## src/rtl/counter_sequence_checker_sat_counter.sv

```systemverilog
// Saturating up-counter with synchronous clear.
// Ports:
//   clk    in   1  clock, rising edge
//   reset  in   1  asynchronous active-low reset
//   inc    in   1  add one (held at all-ones once saturated)
//   clr    in   1  synchronous clear; with inc in the same cycle the result is 1
//   count  out  W  current count
module counter_sequence_checker_sat_counter #(
    parameter int unsigned W = 8
) (
    input  logic         clk,
    input  logic         reset,
    input  logic         inc,
    input  logic         clr,
    output logic [W-1:0] count
);

    always_ff @(posedge clk or negedge reset) begin
        if (!reset) begin
            count <= '0;
        end else if (clr) begin
            // The error arriving with the clear is kept, not lost.
            count <= inc ? W'(1) : '0;
        end else if (inc && (count != '1)) begin
            count <= count + W'(1);
        end
    end

endmodule

```

## config.mk

```make
export PLATFORM = sky130hd
export DESIGN_NAME = counter_sequence_checker_sat_counter
export DESIGN_NICKNAME = d
export VERILOG_FILES = /design/src/rtl/counter_sequence_checker_sat_counter.sv
export SDC_FILE = /design/constraint.sdc
export NUM_CORES = 1
export LEC_CHECK = 0
export ABC_CLOCK_PERIOD_IN_PS = 3850
export CAP_MARGIN = 30
export CORE_AREA = 5 5 42 44
export DETAILED_ROUTE_END_ITERATION = 7
export DIE_AREA = 0 0 47 49
export GPL_TIMING_DRIVEN = 0
export PLACE_DENSITY_LB_ADDON = 0.3
export SLEW_MARGIN = 25
export SYNTH_ARGS = -nofsm -noshare
export SYNTH_HDL_FRONTEND = slang
export SYNTH_SLANG_ARGS = --single-unit
```

## constraint.sdc

```tcl
create_clock -name clk -period 3.85 [get_ports clk]
set_input_delay 0.385 -clock clk [delete_from_list [all_inputs] [get_ports clk]]
set_output_delay 0.385 -clock clk [all_outputs]
set_load 0.02 [all_outputs]
```

# Word-level counts from Yosys, hierarchy flattened
# Cells that the tools add are included.
[totals]
regBits = 8
latch_bits = 0
ram_bits = 0
mem_bits_ro = 0
input_bits = 4
output_inout_bits = 8
elab_cells = 8
mem_count = 0
[op_classes]
addsub = 1
n_mul = 0
n_div = 0
order_cmp = 0
eq_ne = 1
n_shift = 0
n_mux = 3
bitwise_logic = 0
reduce_logical = 2
[op_table]
columns = ["operator", "count"]
rows = [
  ["$mux W8", 2],
  ["$add A8 B1 Y8 const B", 1],
  ["$ne A8 B8 Y1 const B", 1],
  ["$reduce_bool A2 Y1", 1],
  ["$logic_and A1 B1 Y1", 1],
  ["$mux W1", 1],
]

# Longest topological paths before layout
# Gate-level depths: netlist of the first run.
[logic_depth]
word_depth = 4
mapped_depth = 4
ltp_nobuf = 4

# Least setup slack after synthesis of the first run
# OpenSTA, ideal clock, no wires.
[synth_path]
path_type = "reg2reg"
start = "register count[0]"
end = "register count[5]"
setup_time_ns = 0.132
arrival_time_ns = 1.352
required_ns = 3.718
setup_slack_ns = 2.366
path_stages_with_launch = 5
path_buffers = 0
period_less_slack_ns = 1.484
cell_sequence = "dfrtp_1 -> ha_1 -> and3_1 -> a2111oi_2 -> nor3b_1"
[synth_between]
elab_chain_cells = 3
elab_cells_between_ends = 6
classes_between = "add/sub (1); eq/ne (1); mux (2); reduce/logical (2)"
[synth_rtl]
columns = ["element", "line_no", "text"]
rows = [
  ["from (decl)", "15", "output logic [W-1:0] count"],
  ["from (signal assigned)", "23", "count <= inc ? W'(1) : '0;"],
  ["from (signal assigned)", "25", "count <= count + W'(1);"],
  ["$add A8 B1 Y8 or $ne A8 B8 Y1 (tied branches)", "25, 24", ""],
  ["$mux W8 or $logic_and A1 B1 Y1 (tied branches)", "24", "end else if (inc && (count != '1)) begin"],
  ["$mux W8 or $reduce_bool A2 Y1 (tied branches)", "n/a", ""],
]
# Several ways; a longest one is shown, not always the timed one. The select of a mux whose other input is x is not followed.
# A chain may end at the register's enable or synchronous reset.

# Worst setup path after layout of the first run
[layout_path]
start = "register count[4]"
end = "output port count[4]"
# No word-level cell between the ends.

==> results.json, run 1 <==
{
  "outcome": "finished, final reports clean",
  "cp_data_arrival_time_ps": 1370,
  "cts-hold-fix-buffers": 0,
  "setup_tns_ps": 0,
  "grt_pass1_vias": 396,
  "cts_tree": "built",
  "setup_viol": 0,
  "crit_family": "buffers and inverters",
  "report.final.slew_viol_count": 0,
  "finalNetCount": 68,
  "synth_most_common_cell": "dfrtp_1",
  "synth_area_leaders": "dfrtp_1, a21oi_1, nand2b_1, a2111oi_2, and3_1",
  "drtIter0Drc": 1,
  "syn_nets": 52,
  "clk_pin_slew_ps": 50,
  "place_hpwl_um": 799,
  "initial_core_util": 0.338,
  "gr-total-overflow": 0,
  "synthArstFlopShare": 1.00,
  "period_minus_slack_ps": 1760,
  "cp.buffers_inverters": 1,
  "regMostFlops": "count",
  "p_comb_frac": 0.146,
  "worstMarginPinSlew_ps": 402,
  "detail-route-antenna-nets": 0,
  "finalHoldViolations": 0,
  "swShare": 0.247,
  "switchingPower_uw": 44.7,
  "syn_area_um2": 473,
  "power_uw": 181,
  "syn2layout_area_growth_pct": 32.3,
  "cts.htree.levels": 1,
  "crit_path_end_kind": "output port",
  "die_area_mm2": 0.00230,
  "drtPass1Iterations": 2,
  "startpoint_type": "flip-flop",
  "timing.hold.ws_ps": 412,
  "syn_inst": 47,
  "grt_usage": 0.111,
  "synth_top_cells_by_count": "dfrtp_1, a21oi_1, nand2b_1",
  "synth_enable_flop_cells": 0,
  "clk_latency_ps": 250,
  "leakage_uw": 0.000249,
  "antenna_found_initial": 0,
  "relSlewSlack": 0.732,
  "synth_cell_types": 27,
  "synth.top_cell.area_share": 0.423,
  "power_frac_seq": 0.507,
  "die_x_um": 47,
  "cp.required_ps": 3460,
  "std_cell_rows": 14,
  "post_drt_wl_per_cell_um": 13.8,
  "ios": 12,
  "drive_above_1_share": 0.148,
  "via_per_inst": 5.48,
  "power_frac_clock": 0.348,
  "yosys_warnings": 0,
  "nFillCells": 139,
  "io_buffer_count": 11,
  "synth-main-ff-cell": "dfrtp_1",
  "numCtsBuffers": 3,
  "die_h_um": 49,
  "cp_max_fo": 8,
  "largestRegisters": "count x8",
  "rsz0062_at_grt": "no",
  "ys_ff_latch": 8,
  "cp_slowest_cell": "clkdlybuf4s50_1",
  "min_path_type": "input port to asynchronous set/reset pin",
  "cts_resized": 0,
  "syn_avg_cell_area_um2": 10.1,
  "power_density_mw_per_mm2": 289,
  "post_cts.repair.setup_buffers": 0,
  "drt-total-wl_mm": 1.06,
  "clock_sinks": 8,
  "cts_root_buffer": "clkbuf_4",
  "diodes": 0,
  "grt_max_degree": 11,
  "clockBufferDepth": 2,
  "yosys.area.top_type": "dfrtp_1",
  "dr_total_vias": 422,
  "ir_drop_mv": 0.174,
  "place_congestion": 0.754,
  "drc": 0,
  "largest_reg_flops": 8,
  "timing.fmax_mhz": 569,
  "max_stage_delay_ps": 650,
  "ys_seq_area_frac": 0.423,
  "internal_power_uw": 136,
  "fin_crit_sh": 0.456,
  "path_class": "flip-flop to output port",
  "maxCapViolCount": 0,
  "crit_chain": "clkdlybuf4s50_1",
  "coreArea_mm2": 0.00140,
  "clock_skew_ps": 4.19,
  "grt_pass1_wl_mm": 1.77
}
==> area by class of cell <==
class	instances	area, um^2	area share
plain buffers	2	11.3	0.0180
flip-flops and latches	8	200	0.320
well taps	16	20.0	0.0320
repair buffers	11	110	0.176
inverters	2	7.51	0.0120
clock buffers	3	22.5	0.0360
multi-input cells	35	254	0.406
==> routing by layer <==
layer,up-vias,wire [um],GRT usage
met4,0,17,0.0691
met3,2,62,0.0664
met5,-,0,0
met1,205,418,0.119
li1,208,-,-
met2,7,566,0.161
==> placed cells by master, fill, tap and decap left out, drive strengths merged <==
cell type,instances
clkbuf,4
ha,1
a211o,1
inv,2
a2111oi,1
mux2i,1
nor3b,1
nand3,1
and4,1
or3,2
nand2,3
a311oi,1
a211oi,1
o31ai,1
dfrtp,8
a21boi,1
nand4,2
o211ai,1
and3,2
a21oi,5
nand2b,4
clkdlybuf4s50,11
a41oi,1
nor3,1
and4bb,1
o21ai,2
buf,1
==> power groups by stage <==
stage	logic [uW]	registers (uW)	clock network, uW
detailed placement	26.9	93.1	0
global route	28.9	92.0	73.6
global placement	26.3	92.8	0
finish	26.3	91.6	62.8
CTS	27.0	91.6	66.3
floorplan	9.10	96.3	0
==> final timing paths <==
path	from	end	slack [ps]	cells after the start
max	count[4]$_DFFE_PN0P_	count[4]	2090	1
min	reset	count[4]$_DFFE_PN0P_	410	1
max reg2reg	count[0]$_DFFE_PN0P_	count[5]$_DFFE_PN0P_	2350	4
min reg2reg	count[1]$_DFFE_PN0P_	count[1]$_DFFE_PN0P_	600	2
max in group asynchronous	reset	count[6]$_DFFE_PN0P_	3170	1
min in group clk	count[1]$_DFFE_PN0P_	count[1]$_DFFE_PN0P_	600	2
==> cells by family (layout without fill, tap and decap cells) <==
| kind of cell | after synthesis | in the layout | synth area share |
|---|---|---|---|
| multiplexers | 1 | 1 | 0.0212 |
| adder cells (fa/ha/maj) | 1 | 1 | 0.0265 |
| buffers and inverters | 4 | 18 | 0.0397 |
| AND/OR/NAND/NOR | 18 | 18 | 0.257 |
| flip-flops | 8 | 8 | 0.423 |
| AO/OA/AOI/OAI | 15 | 15 | 0.233 |
==> per-stage QoR <==
step,area [um^2],worst slack [ps],instances,util
after floorplan,473,2370,47,-
after global placement,603,2120,74,0.430
after detailed placement,603,2120,74,0.430
after CTS,626,2080,77,0.446
after global routing,626,2030,77,0.446
final,626,2090,77,0.446
(Power assumes the default switching activity.)
==> inputs of run 2 (changes only) <==
--- a/config.mk
+++ b/config.mk
@@ -5,7 +5,7 @@
 export SDC_FILE = /design/constraint.sdc
 export NUM_CORES = 1
 export LEC_CHECK = 0
-export ABC_CLOCK_PERIOD_IN_PS = 3850
+export ABC_CLOCK_PERIOD_IN_PS = 1700
 export CAP_MARGIN = 30
 export CORE_AREA = 5 5 42 44
 export DETAILED_ROUTE_END_ITERATION = 7
==> constraint.sdc (replaced) <==
create_clock -name clk -period 1.7 [get_ports clk]
set_input_delay 0.17 -clock clk [delete_from_list [all_inputs] [get_ports clk]]
set_output_delay 0.17 -clock clk [all_outputs]
set_load 0.02 [all_outputs]
==> results of run 2 <==
Same layout as run 1 (identical final DEF). Status: finished, final reports clean.
Among the figures that moved: setup slack after placement 2120 ps -> 183 ps; setup slack after layout 2090 ps -> 159 ps; hold slack 412 ps -> 197 ps; register-to-register setup slack 2350 ps -> 200 ps; total power 181 uW -> 409 uW; worst IR drop on VDD 0.174 mV -> 0.394 mV
